==> config.mk <==
export PLATFORM = sky130hd
export DESIGN_NAME = dq_serdes
export DESIGN_NICKNAME = d
export VERILOG_FILES = /design/src/rtl/dq_serdes.sv
export SDC_FILE = /design/constraint.sdc
export NUM_CORES = 1
export LEC_CHECK = 0
export ABC_AREA = 1
export CORE_ASPECT_RATIO = 2
export CORE_UTILIZATION = 35
export CTS_CLUSTER_DIAMETER = 50
export DETAILED_ROUTE_END_ITERATION = 10
export PLACE_DENSITY = 0.64
export SLEW_MARGIN = 20
export SYNTH_ARGS = -nofsm -noshare
export SYNTH_HDL_FRONTEND = slang
export SYNTH_SLANG_ARGS = --single-unit
==> constraint.sdc <==
create_clock -name clk -period 5.05 [get_ports clk]
set_clock_uncertainty 0.2 [all_clocks]
set_input_delay 0.505 -clock clk [delete_from_list [all_inputs] [get_ports clk]]
set_output_delay 0.505 -clock clk [all_outputs]
set_load 0.01 [all_outputs]
==> src/rtl/dq_serdes.sv <==
// DQ-side SerDes endpoint: serializes FIFO-buffered write bursts onto DQ and
// assembles read beats into a parallel word under the scheduler's beat strobe.
module dq_serdes #(
  parameter int DQ_W     = 8,
  parameter int BL       = 2,
  parameter int WF_DEPTH = 2
) (
  input  logic                 clk,
  input  logic                 rst,
  input  logic                 SerDes_en,
  input  logic                 SerDes_sel,
  input  logic [BL*DQ_W-1:0]   wr_data,
  input  logic                 wr_valid,
  output logic                 wr_ready,
  output logic [DQ_W-1:0]      dq_out,
  output logic                 dq_oe,
  input  logic [DQ_W-1:0]      dq_in,
  output logic [BL*DQ_W-1:0]   rd_data,
  output logic                 rd_valid,
  input  logic                 rd_ready,
  output logic                 underrun,
  output logic                 overrun,
  output logic                 partial
);

  localparam int BW = BL * DQ_W;
  localparam int CW = (BL > 1) ? $clog2(BL) : 1;
  localparam int AW = (WF_DEPTH > 1) ? $clog2(WF_DEPTH) : 1;
  localparam logic [CW-1:0] LAST = CW'(BL - 1);

  logic [BW-1:0]   r_mem [WF_DEPTH];
  logic [AW:0]     r_wptr, r_rptr;
  logic [CW-1:0]   r_bcnt;
  logic            r_dir, r_nodata;
  logic [BW-1:0]   r_shift;
  logic [DQ_W-1:0] r_dq_out;
  logic            r_dq_oe;
  logic [BW-1:0]   r_rd_data;
  logic            r_rd_valid;
  logic            r_underrun, r_overrun, r_partial;

  logic            w_empty, w_full, w_abort, w_start, w_last;
  logic            w_wbeat, w_rbeat, w_nodata, w_push, w_pop;
  logic [CW-1:0]   w_cnt;
  logic [BW-1:0]   w_head, w_asm;
  logic [DQ_W-1:0] w_beat;

  assign w_empty = (r_wptr == r_rptr);
  assign w_full  = (r_wptr[AW] != r_rptr[AW]) && (r_wptr[AW-1:0] == r_rptr[AW-1:0]);
  assign w_push  = wr_valid && !w_full;

  // An aborted burst restarts at beat 0, so the current beat (if any) is a fresh start.
  assign w_abort = (r_bcnt != '0) && (!SerDes_en || (SerDes_sel != r_dir));
  assign w_cnt   = w_abort ? '0 : r_bcnt;
  assign w_start = SerDes_en && (w_cnt == '0);
  assign w_last  = (w_cnt == LAST);
  assign w_wbeat = SerDes_en && SerDes_sel;
  assign w_rbeat = SerDes_en && !SerDes_sel;

  // Emptiness is judged once per burst; a burst that starts empty stays zero-filled.
  assign w_nodata = (w_cnt == '0) ? w_empty : r_nodata;
  assign w_head   = r_mem[r_rptr[AW-1:0]];
  assign w_beat   = w_nodata ? '0 : w_head[int'(w_cnt)*DQ_W +: DQ_W];
  assign w_pop    = w_wbeat && w_last && !w_nodata;

  always_comb begin
    w_asm = r_shift;
    w_asm[int'(w_cnt)*DQ_W +: DQ_W] = dq_in;
  end

  always_ff @(posedge clk) begin
    if (w_push) r_mem[r_wptr[AW-1:0]] <= wr_data;
    if (w_rbeat) r_shift <= w_asm;
  end

  always_ff @(posedge clk or negedge rst) begin
    if (!rst) begin
      r_wptr     <= '0;
      r_rptr     <= '0;
      r_bcnt     <= '0;
      r_dir      <= 1'b0;
      r_nodata   <= 1'b0;
      r_dq_out   <= '0;
      r_dq_oe    <= 1'b0;
      r_rd_data  <= '0;
      r_rd_valid <= 1'b0;
      r_underrun <= 1'b0;
      r_overrun  <= 1'b0;
      r_partial  <= 1'b0;
    end else begin
      if (w_push) r_wptr <= r_wptr + 1'b1;
      if (w_pop)  r_rptr <= r_rptr + 1'b1;
      if (w_abort) r_partial <= 1'b1;

      if (SerDes_en) r_bcnt <= w_last ? '0 : w_cnt + 1'b1;
      else           r_bcnt <= '0;
      if (w_start) r_dir <= SerDes_sel;

      if (w_wbeat) begin
        r_dq_out <= w_beat;
        r_dq_oe  <= 1'b1;
        if (w_cnt == '0) r_nodata <= w_empty;
        if (w_start && w_empty) r_underrun <= 1'b1;
      end else begin
        r_dq_oe <= 1'b0;
      end

      // A completing burst wins over the consumer's acceptance of the old word.
      if (w_rbeat && w_last) begin
        r_rd_data  <= w_asm;
        r_rd_valid <= 1'b1;
        if (r_rd_valid && !rd_ready) r_overrun <= 1'b1;
      end else if (r_rd_valid && rd_ready) begin
        r_rd_valid <= 1'b0;
      end
    end
  end

  assign wr_ready = !w_full;
  assign dq_out   = r_dq_out;
  assign dq_oe    = r_dq_oe;
  assign rd_data  = r_rd_data;
  assign rd_valid = r_rd_valid;
  assign underrun = r_underrun;
  assign overrun  = r_overrun;
  assign partial  = r_partial;

endmodule

* Word-level counts from Yosys, hierarchy flattened *
Memories as Yosys holds them, arrays and structs flattened.
Index checks and enable logic that the tools add are counted.
Widths: inputs -> output; s select.

storage, ports and cells
  output and inout port bits = 30
  input bits = 30
  RAM bits = 32
  word-level logic and storage cells = 58
  flip-flop bits (word level) = 52
  memories = 1

cells by class
  shift operators = 3
  reductions and logical operators = 21
  bitwise gates (word level) = 1
  $add $sub $neg = 4
  equality and inequality tests = 4
  multiplexer cells = 11

memories
  memory  words  bits a word  read ports  clocked after Yosys merged registers in  write ports  line  source
  r_mem   2      16           1           0                                        1            31    logic [BW-1:0] r_mem [WF_DEPTH];

operator list
  cell                     count
  $neg 4->33               1
  $shift 8x33->16 const A  1
  $shiftx 8x33->16         1
  $bwmux 16                1
  $shiftx 16x5->8          1
  $logic_and 1x1->1        12
  $mux 1                   9
  $mux 8                   1
  $logic_not 1->1          5
  $add 2x1->2 const B      2
  $reduce_and 2->1         2
  $eq 2x2->1               1
  $ne 1x1->1               2
  $reduce_bool 2->1        1
  $add 1x1->1 const B      1
  $eq 1x1->1               1
  $logic_or 1x1->1         1
  $not 1->1                1

* Depth between registers and ports, before layout *
Gate-level depths: netlist of run 1.

  depth after elaboration = 8
  depth in mapped cells = 9
  mapped depth without buffers = 8

* Least setup slack after synthesis of run 1 *
No wires, ideal clock.

  path type = reg2reg
  start = register r_rptr[0]
  end = memory r_mem[1][0] in the netlist's numbering (enable)
  setup time = 0.390 ns
  cell stages (with the launch flop) = 6
  data required time = 4.460 ns
  buffers on the path = 1
  data arrival time = 1.646 ns
  path slack = 2.814 ns
  period minus slack after synthesis = 2.236 ns
  cells stage by stage = dfrtp_1 > buf_4 > xnor2_1 > nand2_1 > nand2_1 > nor2_1

between the ends
  word-level cells in the longest chain between the ends = 6

ends and longest elaborated chain
  item                          line  source
  start: declaration            32    logic [AW:0] r_wptr, r_rptr;
  start signal: assignment      92    if (w_pop) r_rptr <= r_rptr + 1'b1;
  $eq 1x1->1                    49    assign w_full = (r_wptr[AW] != r_rptr[AW]) && (r_wptr[AW-1:0] == r_rptr[AW-1:0]);
  $logic_and 1x1->1             49
  $logic_not 1->1               --
  named net wr_ready            14    output logic wr_ready,
  $logic_and 1x1->1             50    assign w_push = wr_valid && !w_full;
  $mux 1                        72    if (w_push) r_mem[r_wptr[AW-1:0]] <= wr_data;
  $mux 1 (implied by the code)  72
  end: declaration              31

The timed path passes the listed nets, and every way through them passes these cells.

* Worst setup path after layout of run 1 *
  start = register r_rptr[0]
  end = output port wr_ready

between the ends
  word-level cells in the longest chain between the ends = 3

ends and longest elaborated chain
  item               line  source
  $eq 1x1->1         49
  $logic_and 1x1->1  49
  $logic_not 1->1    119   assign wr_ready = !w_full;
  end: declaration   14

Every way passes these cells.

==> summary.txt, run 1 <==
Run status
  – Outcome: complete, no violations

Placed design
  – Port bufs: between 50 and 60
  – Global placer's final weighted congestion: 0.7597
  – Dpl hpwl: about 4400 um

Synth
  – Synth Net Count: approximately 330
  – Register area share after synthesis: 0.6599
  – Synth area leaders: edfxtp_1 38%, dfrtp_1 28%, nand2_1 14%, o21ai_2 4.4%, inv_1 2.6%
  – Post-Syn Instances: 297
  – Seq cells post-synth: 76
  – Syn Area/Cell: around 11 um^2
  – Synth cell types: 26
  – Synth Cell Area: 3186 um^2
  – Dominant cell type by area after synthesis: edfxtp_1
  – Synth warn: 0
  – Post-synth top area share: 0.3771

STA
  – # setup viols final: 0
  – FMAX: around 0.37 GHz
  – Period minus WS final: 2690 ps
  – Final hold vios: 0
  – Relative slew slack: 0.4612
  – Slew at the pin closest to its max-slew limit: between 800 and 900 ps
  – Setup TNS: 0 ps
  – RSZ-0062 raised after global routing: false
  – Fin. max-slew vios: 0
  – WHS: roughly 60 ps
  – Fin crit share: 0.5327

Routing
  – Post-route antenna net violation count: 0
  – DRT iter0 DRCs: between 100 and 150
  – Via count: 2102
  – Routed wire length: between 5000 and 6000 um
  – Vias per cell: between 4 and 5
  – First-pass DRT Iterations: 4
  – Avg WL per Cell: 12.47 um
  – Post-route DRC: 0

Finish
  – Share of cells above drive strength 1: 0.1274
  – Syn-to-layout area delta: 28.75%
  – Most frequent cells in the layout: 115 x nand2_1, 58 x clkdlybuf4s50_1, 40 x edfxtp_1
  – Nets: 386
  – Ant. Diodes: 0
  – Most common cell after layout, fill and taps aside: nand2_1

Setup path
  – CP startpoint kind: register
  – Setup crit end kind: output port
  – CP Class: register to output port
  – Critical path arrival: roughly 2000 ps
  – Reg2reg setup slack: about 2800 ps
  – Crit Path Max Fanout: 20
  – CP required: 4350 ps

Floorplanning
  – Row cnt: 48
  – Die Span X: between 60 and 70 um
  – Initial Util: 0.3658
  – I/O pins: 60
  – Die Y-Extent: 136.9 um
  – Die area: between 9000 and 10000 um^2
  – Core footprint: roughly 8700 um^2

Power
  – Static Leak: 1.841 nW
  – VDD IR max: around 0.00022 V
  – Power per cell area: 516.4 nW/um^2

Clocking
  – H-tree depth: 3
  – Hold bufs inserted after CTS: 0
  – Clock Latency Late Sink: roughly 340 ps
  – Num CTS Buffers: 9
  – CTS Buffer Depth: 2
  – CTS sink count: between 70 and 80
  – Clock transition at the registers of the reported paths: ~60 ps
  – CTS tree: done
  – Clock root buffer: clkbuf_16
  – Resized cells post-CTS: 0
  – Setup repair bufs after CTS: 0

Global routing
  – First-pass GRT wire length: roughly 9400 um
  – Antenna violations before repair: 0
  – GR Util All Layers: 0.1342
  – Global route overflow: 0
  – Vias in the first global route: 1990
  – Largest net degree at the start of global routing: 37

Run
  – Max cap viols: 0

Min path
  – Hold/Removal Path Class: primary input to async pin
[cells by family (layout without fill, tap and decap cells)]
| kind of cell | count (synthesis) | after routing | synth area share |
|---|---|---|---|
| xor+xnor | 4 | 4 | 0.01100 |
| simple gates | 148 | 148 | 0.1999 |
| flops | 76 | 76 | 0.6599 |
| buf+inv | 39 | 103 | 0.05970 |
| compound gates | 30 | 30 | 0.06952 |
[cell usage after synthesis]
library cell	instances
nand2_1	115
edfxtp_1	40
dfrtp_1	36
inv_1	22
o21ai_2	16
nand3_1	9
nand4_1	9
o21ai_0	8
nor2_1	6
buf_2	5
nand2_2	5
buf_6	4
a21oi_1	3
inv_2	3
buf_4	2
clkbuf_1	2
xnor2_1	2
xor2_1	2
a21o_1	1
clkinv_1	1
nand2_4	1
nand3_4	1
nand3b_2	1
nor3_2	1
o21bai_1	1
o21bai_2	1
[sequential cells by signal, indices dropped and copies added, names as in the netlist]
signal    cells
r_mem        32
r_bcnt        1
rd_valid      1
r_rptr        2
dq_out        8
r_dir         1
overrun       1
partial       1
rd_data      16
r_wptr        2
underrun      1
r_nodata      1
r_shift       8
dq_oe         1
[stage by stage]
stage / cell area, um^2 / worst slack [ps] / util / power (mW) / instances
6_report: 4101 / 2360 / 0.4710 / 2.118 / 461
4_1_cts: 4101 / 2309 / 0.4710 / 2.150 / 461
3_5_place_dp: 3819 / 2334 / 0.4385 / 1.545 / 445
3_3_place_gp: 3819 / 2440 / 0.4385 / 1.533 / 445
5_1_grt: 4101 / 2232 / 0.4710 / 2.243 / 461
2_1_floorplan: 3186 / 2814 / - / 1.275 / 297
[where the power goes]
| group | internal, mW | total (mW) | switching [mW] |
|---|---|---|---|
| sequential | 0.836 | 0.930 | 0.0942 |
| combinational | 0.278 | 0.589 | 0.311 |
| clock | 0.374 | 0.599 | 0.224 |
[critical path, cell delays in order, from the launching register on]
cell,delay [ps]
dfrtp_1,740
xnor2_1,200
nand2_1,160
clkdlybuf4s50_1,550
[cell type report]
class	count	area, um^2
Fill cell	810	4607
Tap cell	100	125.1
Multi-Input combinational cell	182	893.4
Clock inverter	7	57.56
Clock buffer	9	225.2
Timing Repair Buffer	61	600.6
Inverter	26	97.59
Sequential cell	76	2102
[path summary, 6_finish.rpt]
kind | startpoint | end | cells after the start
max | r_rptr[0] | wr_ready | 3
min | rst | rd_data[2] | 1
max reg2reg | r_rptr[0] | dq_out[0] | 7
min reg2reg | overrun | overrun | 1
max in group asynchronous | rst | dq_out[4] | 1
min in group clk | overrun | overrun | 1
[layer usage]
layer  vias to the layer above  track usage  share of wire
li1                       1083            -              -
met1                       952       0.1261           0.36
met2                        54       0.2395           0.56
met3                        13      0.04418          0.043
met4                         0      0.09751          0.039
met5                         -            0              0
No activity file was read; power rests on OpenSTA's default activity.
==> run 2, diff against run 1 <==
--- a/config.mk
+++ b/config.mk
@@ -10,7 +10,7 @@
 export CORE_UTILIZATION = 35
 export CTS_CLUSTER_DIAMETER = 50
 export DETAILED_ROUTE_END_ITERATION = 10
-export PLACE_DENSITY = 0.64
+export PLACE_DENSITY = 0.67
 export SLEW_MARGIN = 20
 export SYNTH_ARGS = -nofsm -noshare
 export SYNTH_HDL_FRONTEND = slang
==> constraint.sdc (replaced) <==
create_clock -name clk -period 2.3 [get_ports clk]
set_clock_uncertainty 0.2 [all_clocks]
set_input_delay 0.23 -clock clk [delete_from_list [all_inputs] [get_ports clk]]
set_output_delay 0.23 -clock clk [all_outputs]
set_load 0.01 [all_outputs]
==> run 2 against run 1 <==
  * Flip-flop and latch count did not move
  * Global-route usage rose by 0.54 points
  * Cell count is 2.0% higher
  * Die area stayed put
  * Via count grew 1.4%
  * Count of clock-buffer cells in the layout is 5 higher
  * Largest power group unchanged
  * Critical endpoint unchanged
  * Design area is 1.9% higher
  * Sequential power is 120% higher
==> summary.txt, run 2 (same netlist as run 1, synthesis figures left out) <==
Run status
  – Outcome: complete, no violations

Setup path
  – Critical path depth: 3
  – CP Cell Sequence: xnor2_1, nand2_1, clkdlybuf4s50_1
  – Critical Path Max Stage Delay: 510 ps
  – RR Endpoint: rd_data[0]
  – CP Buf/Inv Count: 1
  – Setup crit end kind: output port
  – Critical path arrival: around 1700 ps
  – Crit path to: wr_ready
  – Max stage delay cell, worst path: clkdlybuf4s50_1
  – CP required: around 1900 ps
  – Crit path max-delay family: buffers and inverters
  – Crit Path Max Fanout: 9
  – R2r startpoint: r_bcnt
  – Reg2reg setup slack: 480 ps
  – CP startpoint kind: register
  – CP Launch Point: r_rptr[0]
  – CP Class: register to output port
  – FF-to-FF path depth: 5

Placed design
  – Port bufs: 59
  – Placed cell count: ~450
  – Pre-CTS setup slack: 124.0 ps
  – Dpl hpwl: 4455 um
  – Global placer's final weighted congestion: 0.8253

Finish
  – Syn-to-layout area delta: 31.15%
  – Most common cell after layout, fill and taps aside: nand2_1
  – Most frequent cells in the layout: 115 x nand2_1, 58 x clkdlybuf4s50_1, 40 x edfxtp_1
  – Max reg flops: 32
  – Nets: just under 400
  – Fill cells: just over 800
  – Share of cells above drive strength 1: 0.1405
  – Fin cells: between 400 and 500
  – Ant. Diodes: 0

Global routing
  – First-pass GRT wire length: 9922 um
  – Antenna violations before repair: 0
  – GR Util All Layers: 0.1396
  – Global route overflow: 0
  – Vias in the first global route: ~2100
  – Largest net degree at the start of global routing: 37

STA
  – Relative slew slack: 0.4607
  – Fin. max-slew vios: 0
  – RSZ-0062 raised after global routing: false
  – Final hold vios: 0
  – Fin crit share: 0.9257
  – Slew at the pin closest to its max-slew limit: ~800 ps
  – FMAX: around 0.47 GHz
  – Period minus WS final: 2129 ps
  – Minimum setup slack in the final design: 171.0 ps
  – # setup viols final: 0
  – Setup TNS: 0 ps

Floorplanning
  – Die Y-Extent: ~140 um
  – Die area: 9510 um^2
  – Initial Util: 0.3658
  – Die Span X: 69.46 um
  – I/O pins: 60
  – Row cnt: 48
  – Core footprint: 8708 um^2

Routing
  – Post-route antenna net violation count: 0
  – Routed wire length: ~6000 um
  – Metal2 WL: around 3300 um
  – Vias per cell: 4.534
  – DRT iter0 DRCs: 104
  – Post-route DRC: 0
  – First-pass DRT Iterations: 4
  – Via count: between 2000 and 2500
  – Avg WL per Cell: between 10 and 15 um
  – Met3 WL: 311 um
  – Met1 WL: ~2200 um
  – Highest routed layer: met4

Clocking
  – Clock Latency Late Sink: 330 ps
  – Clock root buffer: clkbuf_16
  – CTS sink count: 76
  – CTS tree: done
  – Num CTS Buffers: 9
  – CTS Buffer Depth: 2
  – H-tree depth: 3
  – Clock transition at the registers of the reported paths: approximately 50 ps
  – Resized cells post-CTS: 0

Power
  – Static Leak: approximately 1.9 nW
  – VDD IR max: 0.0004461 V
  – Power per cell area: about 1100 nW/um^2

Min path
  – Hold/Removal Path Class: register to register
  – Hold depth: 1

Run
  – Max cap viols: 0
==> run 2: cell types whose count changed in the layout (fill, tap and decap cells not counted), sizes merged <==
cell	previous run	this run
buf	3	11
dlygate4sd3	0	1
clkbuf	9	14
clkinv	7	2
==> run 2: where the power goes <==
part / leakage [nW] / total (mW) / internal [mW] / switching [mW]
registers: 0.818 / 2.02 / 1.84 / 0.181
clock network: 0.141 / 1.35 / 0.868 / 0.480
logic: 0.921 / 1.39 / 0.660 / 0.730
total: 1.88 / 4.76 / 3.36 / 1.39
==> run 2: cell type report <==
cell class | instances | area (um^2) | area share
multi-input cells | 182 | 893.4 | 0.2138
clock buffers | 14 | 254.0 | 0.06080
well taps | 100 | 125.1 | 0.02995
repair buffers | 70 | 670.6 | 0.1605
flip-flops and latches | 76 | 2102 | 0.5031
clock inverters | 2 | 35.03 | 0.008386
inverters | 26 | 97.59 | 0.02336
==> run 2: worst register-to-register path, stage by stage (launching register included) <==
cell and delay, ps:
dfrtp_1 580, nand3_4 280, inv_2 150, nand2_4 250, nand2_1 170, o21ai_2 60
==> run 2: routing by layer <==
| layer | up-vias | track usage |
|---|---|---|
| li1 | 1099 | - |
| met1 | 965 | 0.1364 |
| met2 | 57 | 0.2524 |
| met3 | 10 | 0.04786 |
| met4 | 0 | 0.07937 |
| met5 | - | 0 |
==> run 2: worst min-delay path by stage <==
stage,from,end
after global placement,rst,rd_data[7]
after floorplan,rst,dq_oe
after detailed placement,rst,rd_data[15]
after CTS,wr_data[13],r_mem[0][13]
after global routing,wr_data[13],r_mem[0][13]
final,partial,partial
==> run 2: what timing repair did <==
action,in CTS,in global routing
hold endpoints to repair,36,0
hold buffers,1,0
setup buffers,0,0
==> run 2: metrics by stage <==
| stage | instance area (um^2) | util | power, mW | hold WS, ps |
|---|---|---|---|---|
| floorplan | 3186 | - | 2.799 | -265.6 |
| global placement | 3879 | 0.4454 | 3.424 | 161.2 |
| detailed placement | 3879 | 0.4454 | 3.455 | 174.3 |
| CTS | 4178 | 0.4797 | 4.822 | 265.9 |
| global route | 4178 | 0.4797 | 5.034 | 271.3 |
| finish | 4178 | 0.4797 | 4.755 | 272.9 |
==> patch 1 (config.mk and constraints of run 2) <==
Set the parameter `BL` to 4 (it was 2).
--- a/src/rtl/dq_serdes.sv
+++ b/src/rtl/dq_serdes.sv
@@ -3,5 +3,5 @@
 module dq_serdes #(
   parameter int DQ_W     = 8,
-  parameter int BL       = 2,
+  parameter int BL       = 4,
   parameter int WF_DEPTH = 2
 ) (
Interface: changed (resized rd_data and wr_data); port bits go from 60 to 92. The function was not compared with the original's and may differ.
==> patch 1 against run 2 <==
- maximum frequency shrank 2.7%
- synthesized area is 97% higher
- wire length increased by 140%
- sequential share of layout area is 0.45 points higher
- cell area rose by 99%
- power up 81%
- synthesized cell count grew 110%
- critical endpoint unchanged
- sequential cell count is 73 higher
- global-route usage rose by 2.5 points
- final cell count rose by 110%
- worst setup slack lost 59 ps
- critical path type unchanged
==> patch 1: results (changes against run 2) <==
First-pass GRT wire length - 22.9 mm (was 9.92 mm)
Port Buffers - 91 (was 59)
Power per cell area - 1040 nW/um^2 (was 1140 nW/um^2)
Max FFs per register - 64 (was 32)
CTS H-tree lvls - 4 (was 3)
Post-synth top cells - nand2_1 (243), edfxtp_1 (96), dfrtp_1 (53) (was nand2_1 (115), edfxtp_1 (40), dfrtp_1 (36))
Nets - 793 (was 395)
Syn nets - 671 (was 327)
Yosys cell types - 29 (was 26)
Slowest stage delay, CP - 550 ps (was 510 ps)
Layout cells sized above 1 - 11.7% (was 14.1%)
Worst Setup SP - r_rptr[1] (was r_rptr[0])
Switch Pwr - 2.64 mW (was 1.39 mW)
Sequential share of the synthesized area - 67.0% (was 66.0%)
Multi-input logic cell count - 391 (was 182)
Synth top area cells - edfxtp_1 (46%), dfrtp_1 (21%), nand2_1 (15%) (was edfxtp_1 (38%), dfrtp_1 (28%), nand2_1 (14%))
Adder-cell share of the synthesized area - 1.20% (was 0%)
Async set or reset register ratio after synthesis - 35.6% (was 47.4%)
Initial DRC Count - 288 (was 104)
WL final - 14.5 mm (was 6.00 mm)
Gr usage total - 16.4% (was 14.0%)
Clock network power share - 30.5% (was 28.3%)
Leak - 3.66 nW (was 1.88 nW)
Gate Count Post-Synth - 619 (was 297)
Inst Count DP - 934 (was 453)
Worst r2r dst - rd_data[22] (was rd_data[0])
Combinational share of power - 26.0% (was 29.2%)
Signal inverters - 58 (was 26)
Hold slack - 137 ps (was 273 ps)
Reg2Reg Depth - 11 (was 5)
Combined area of the multi-input logic cells - 1760 sq um (was 893 sq um)
Via count - 4506 (was 2131)
Non-CTS buffers - 124 (was 70)
DP Worst Slack - -218 ps (was 124 ps)
GPL Wtd Cong - 0.775 (was 0.825)
Hold WC Path Type - in2async (was reg2reg)
CTS sink cnt - 149 (was 76)
Pin count of the biggest net entering global routing - 68 (was 37)
Syn avg cell area - 10.1 sq um (was 10.7 sq um)
Logic power comb - 2.24 mW (was 1.39 mW)
FF+latch area - 4210 sq um (was 2100 sq um)
Maximum VDD drop - 0.583 mV (was 0.446 mV)
Worst-Skew Late Latency - 420 ps (was 330 ps)
Num CTS Buffers - 17 (was 9)
Compound-Gate Fraction of Synth Area - 3.63% (was 6.95%)
Non-clk buf share - 15.3% (was 16.1%)
Outcome - finished clean (unchanged)
CP max FO - 3 (was 9)
R2R Path Start - r_dir (was r_bcnt)
Count of flip-flops with a built-in enable after synthesis - 96 (was 40)
-- patch 1: cell types whose count changed in the layout (fill, tap and decap cells not counted), moves of 10 or more --
cell | before | now
buf_4 | 10 | 23
o21ai_2 | 16 | 2
nor2_1 | 6 | 24
edfxtp_1 | 40 | 96
nand2_1 | 115 | 243
o21ai_0 | 8 | 18
a21oi_1 | 3 | 17
nand3_1 | 9 | 50
clkdlybuf4s50_1 | 58 | 90
inv_1 | 22 | 50
dfrtp_1 | 36 | 52
-- patch 1: routing by layer --
metal / GRT usage, % / vias to the layer above / wire length (um)
met2: 32.6 / 100 / 8430
met5: 0 / - / 0
li1: - / 2256 / -
met1: 15.6 / 2120 / 5190
met4: 8.96 / 0 / 510
met3: 2.74 / 30 / 371
-- patch 1: cell families (layout without fill, tap and decap cells) --
family | count (synthesis) | in the layout
XOR/XNOR | 4 | 4
flip-flops | 149 | 149
buffers and inverters | 79 | 214
AND/OR/NAND/NOR | 336 | 336
AO/OA/AOI/OAI | 45 | 45
adder cells (fa/ha/maj) | 6 | 6
==> patch 2 (config.mk and constraints of run 2) <==
Without the edit above. Register the output `underrun` once more, with the module's reset; this adds one clock of latency there. The other outputs are not delayed to match.
--- a/src/rtl/dq_serdes.sv
+++ b/src/rtl/dq_serdes.sv
@@ -122,5 +122,11 @@
   assign rd_data  = r_rd_data;
   assign rd_valid = r_rd_valid;
-  assign underrun = r_underrun;
+  always_ff @(posedge clk or negedge rst) begin
+    if (!rst) begin
+      underrun <= '0;
+    end else begin
+      underrun <= r_underrun;
+    end
+  end
   assign overrun  = r_overrun;
   assign partial  = r_partial;
Function: changed (Yosys sat finds a counterexample within 4 cycles, from zero or initial values and one cycle with rst low).
==> patch 2 against run 2 <==
- power down 0.73%
- sequential cell count up 1
- via count up 2.2%
- largest power group unchanged
- wire length increased by 1.0%
- cell area grew 0.27%
- critical path depth did not move
- highest routed layer unchanged
- synthesized area grew 0.79%
- utilization shrank 1.2 points
- critical endpoint unchanged
- global-route usage grew 0.82 points
- worst setup slack worse by 32 ps
==> patch 2: results (changes against run 2) <==
Worst-path clk slew - 60 ps
Gr usage total - 14.8% (was 14.0%)
DR pass1 iterations - 4 (unchanged)
Inst Count DP - 454 (was 453)
CP arrival - 1730 ps (was 1700 ps)
First-pass GRT wire length - 10.7 mm (was 9.92 mm)
Outcome - finished clean (unchanged)
Syn avg cell area - 10.8 sq um (was 10.7 sq um)
Ys Warns - 0 (unchanged)
DR top layer - met4 (unchanged)
Clk buf depth - 2 (unchanged)
GR met1 Demand/Resource - 14.9% (was 13.6%)
Slowest stage delay, CP - 500 ps
Routed wl met3 - 302 um (was 311 um)
Worst-Skew Late Latency - 340 ps
Maximum VDD drop - 0.431 mV (was 0.446 mV)
Num CTS Buffers - 9 (unchanged)
Slew @ Worst Pin - 852 ps (was 809 ps)
Leak - 1.89 nW (was 1.88 nW)
Yosys cell types - 26 (unchanged)
Met2 Use GR - 26.8% (was 25.2%)
Initial antenna violation count - 0 (unchanged)
Post-CTS setup buffers - 0 (unchanged)
DR vias/cell - 4.62 (was 4.53)
WL met1 - 2.22 mm (was 2.19 mm)
Number of global-route vias before repair - 2209 (was 2093)
HPWL after DPL - 4.48 mm (was 4.46 mm)
Met3 Usage GRT - 4.75% (was 4.79%)
Top FF cell, synth - edfxtp_1 (unchanged)
Pin count of the biggest net entering global routing - 38 (was 37)
Syn nets - 328 (was 327)
Synth top area cells - edfxtp_1 (37%), dfrtp_1 (29%), nand2_1 (13%) (was edfxtp_1 (38%), dfrtp_1 (28%), nand2_1 (14%))
Layout cells sized above 1 - 14.4% (was 14.1%)
WL/cell - 12.9 um (was 12.8 um)
DR WL met2 - 3.37 mm (was 3.34 mm)
Post-synth top cells - nand2_1 (115), edfxtp_1 (40), dfrtp_1 (37) (was nand2_1 (115), edfxtp_1 (40), dfrtp_1 (36))
GPL Wtd Cong - 0.804 (was 0.825)
Sequential share of the synthesized area - 66.3% (was 66.0%)
CP max FO - 5 (was 9)
Async set or reset register ratio after synthesis - 48.1% (was 47.4%)
Initial DRC Count - 156 (was 104)
Nets - 394 (was 395)
Top Family by Delay on Critical Path - buffers and inverters (unchanged)
Cell Area, Placed - 3890 sq um (was 3880 sq um)
Hold WC Path Type - reg2reg (unchanged)
Count of flip-flops with a built-in enable after synthesis - 40 (unchanged)
Max FFs per register - 32 (unchanged)
Non-Filler Instances - 471 (was 470)
Antenna Cells - 0 (unchanged)
Slowest stage cell on the critical path - clkdlybuf4s50_1 (unchanged)
CTS H-tree lvls - 3 (unchanged)
patch 2: kinds of logic (layout without fill, tap and decap cells):
kind of cell    after synthesis  count (layout)  synth area share, %
simple gates                148             148                 19.8
flops                        77              77                 66.3
buf+inv                      39             110                 5.92
compound gates               30              30                 6.90
xor+xnor                      4               4                 1.09
patch 2: layout make-up:
type / instances / area, sq um
multi-input combinational: 182 / 893
inverter: 26 / 97.6
sequential: 77 / 2130
clock inverter: 4 / 20.0
timing repair buffer: 68 / 656
tap: 102 / 128
fill: 847 / 4760
clock buffer: 12 / 268
patch 2: path summary, 6_finish.rpt:
kind	startpoint	to	slack [ps]	cells past startpoint
setup / recovery	r_wptr[0]	wr_ready	140	3
hold / removal	r_underrun	underrun	190	0
setup reg to reg	r_bcnt	rd_data[6]	530	5
hold reg to reg	r_underrun	underrun	190	0
max in group asynchronous	rst	dq_out[1]	1020	2
min in group asynchronous	rst	rd_data[7]	340	2
patch 2: timing repair:
item	4_1_cts	5_1_grt
hold buffers	1	0
resized for setup	0	0
endpoints found under the hold margin	37	0
patch 2: metrics by stage:
| step | worst slack (ps) | utilization [%] | total power [mW] |
|---|---|---|---|
| CTS | 114 | 46.8 | 4.79 |
| floorplan | 64.0 | - | 2.82 |
| global placement | 247 | 43.5 | 3.41 |
| finish | 139 | 46.8 | 4.72 |
| detailed placement | 183 | 43.5 | 3.44 |
| global route | 67.9 | 46.8 | 5.05 |
patch 2: report_power, final:
| group | internal (mW) | leakage (nW) | switching (mW) |
|---|---|---|---|
| Sequential | 1.86 | 0.828 | 0.168 |
| Combinational | 0.629 | 0.912 | 0.735 |
| Clock | 0.817 | 0.147 | 0.512 |
| Total | 3.31 | 1.89 | 1.42 |
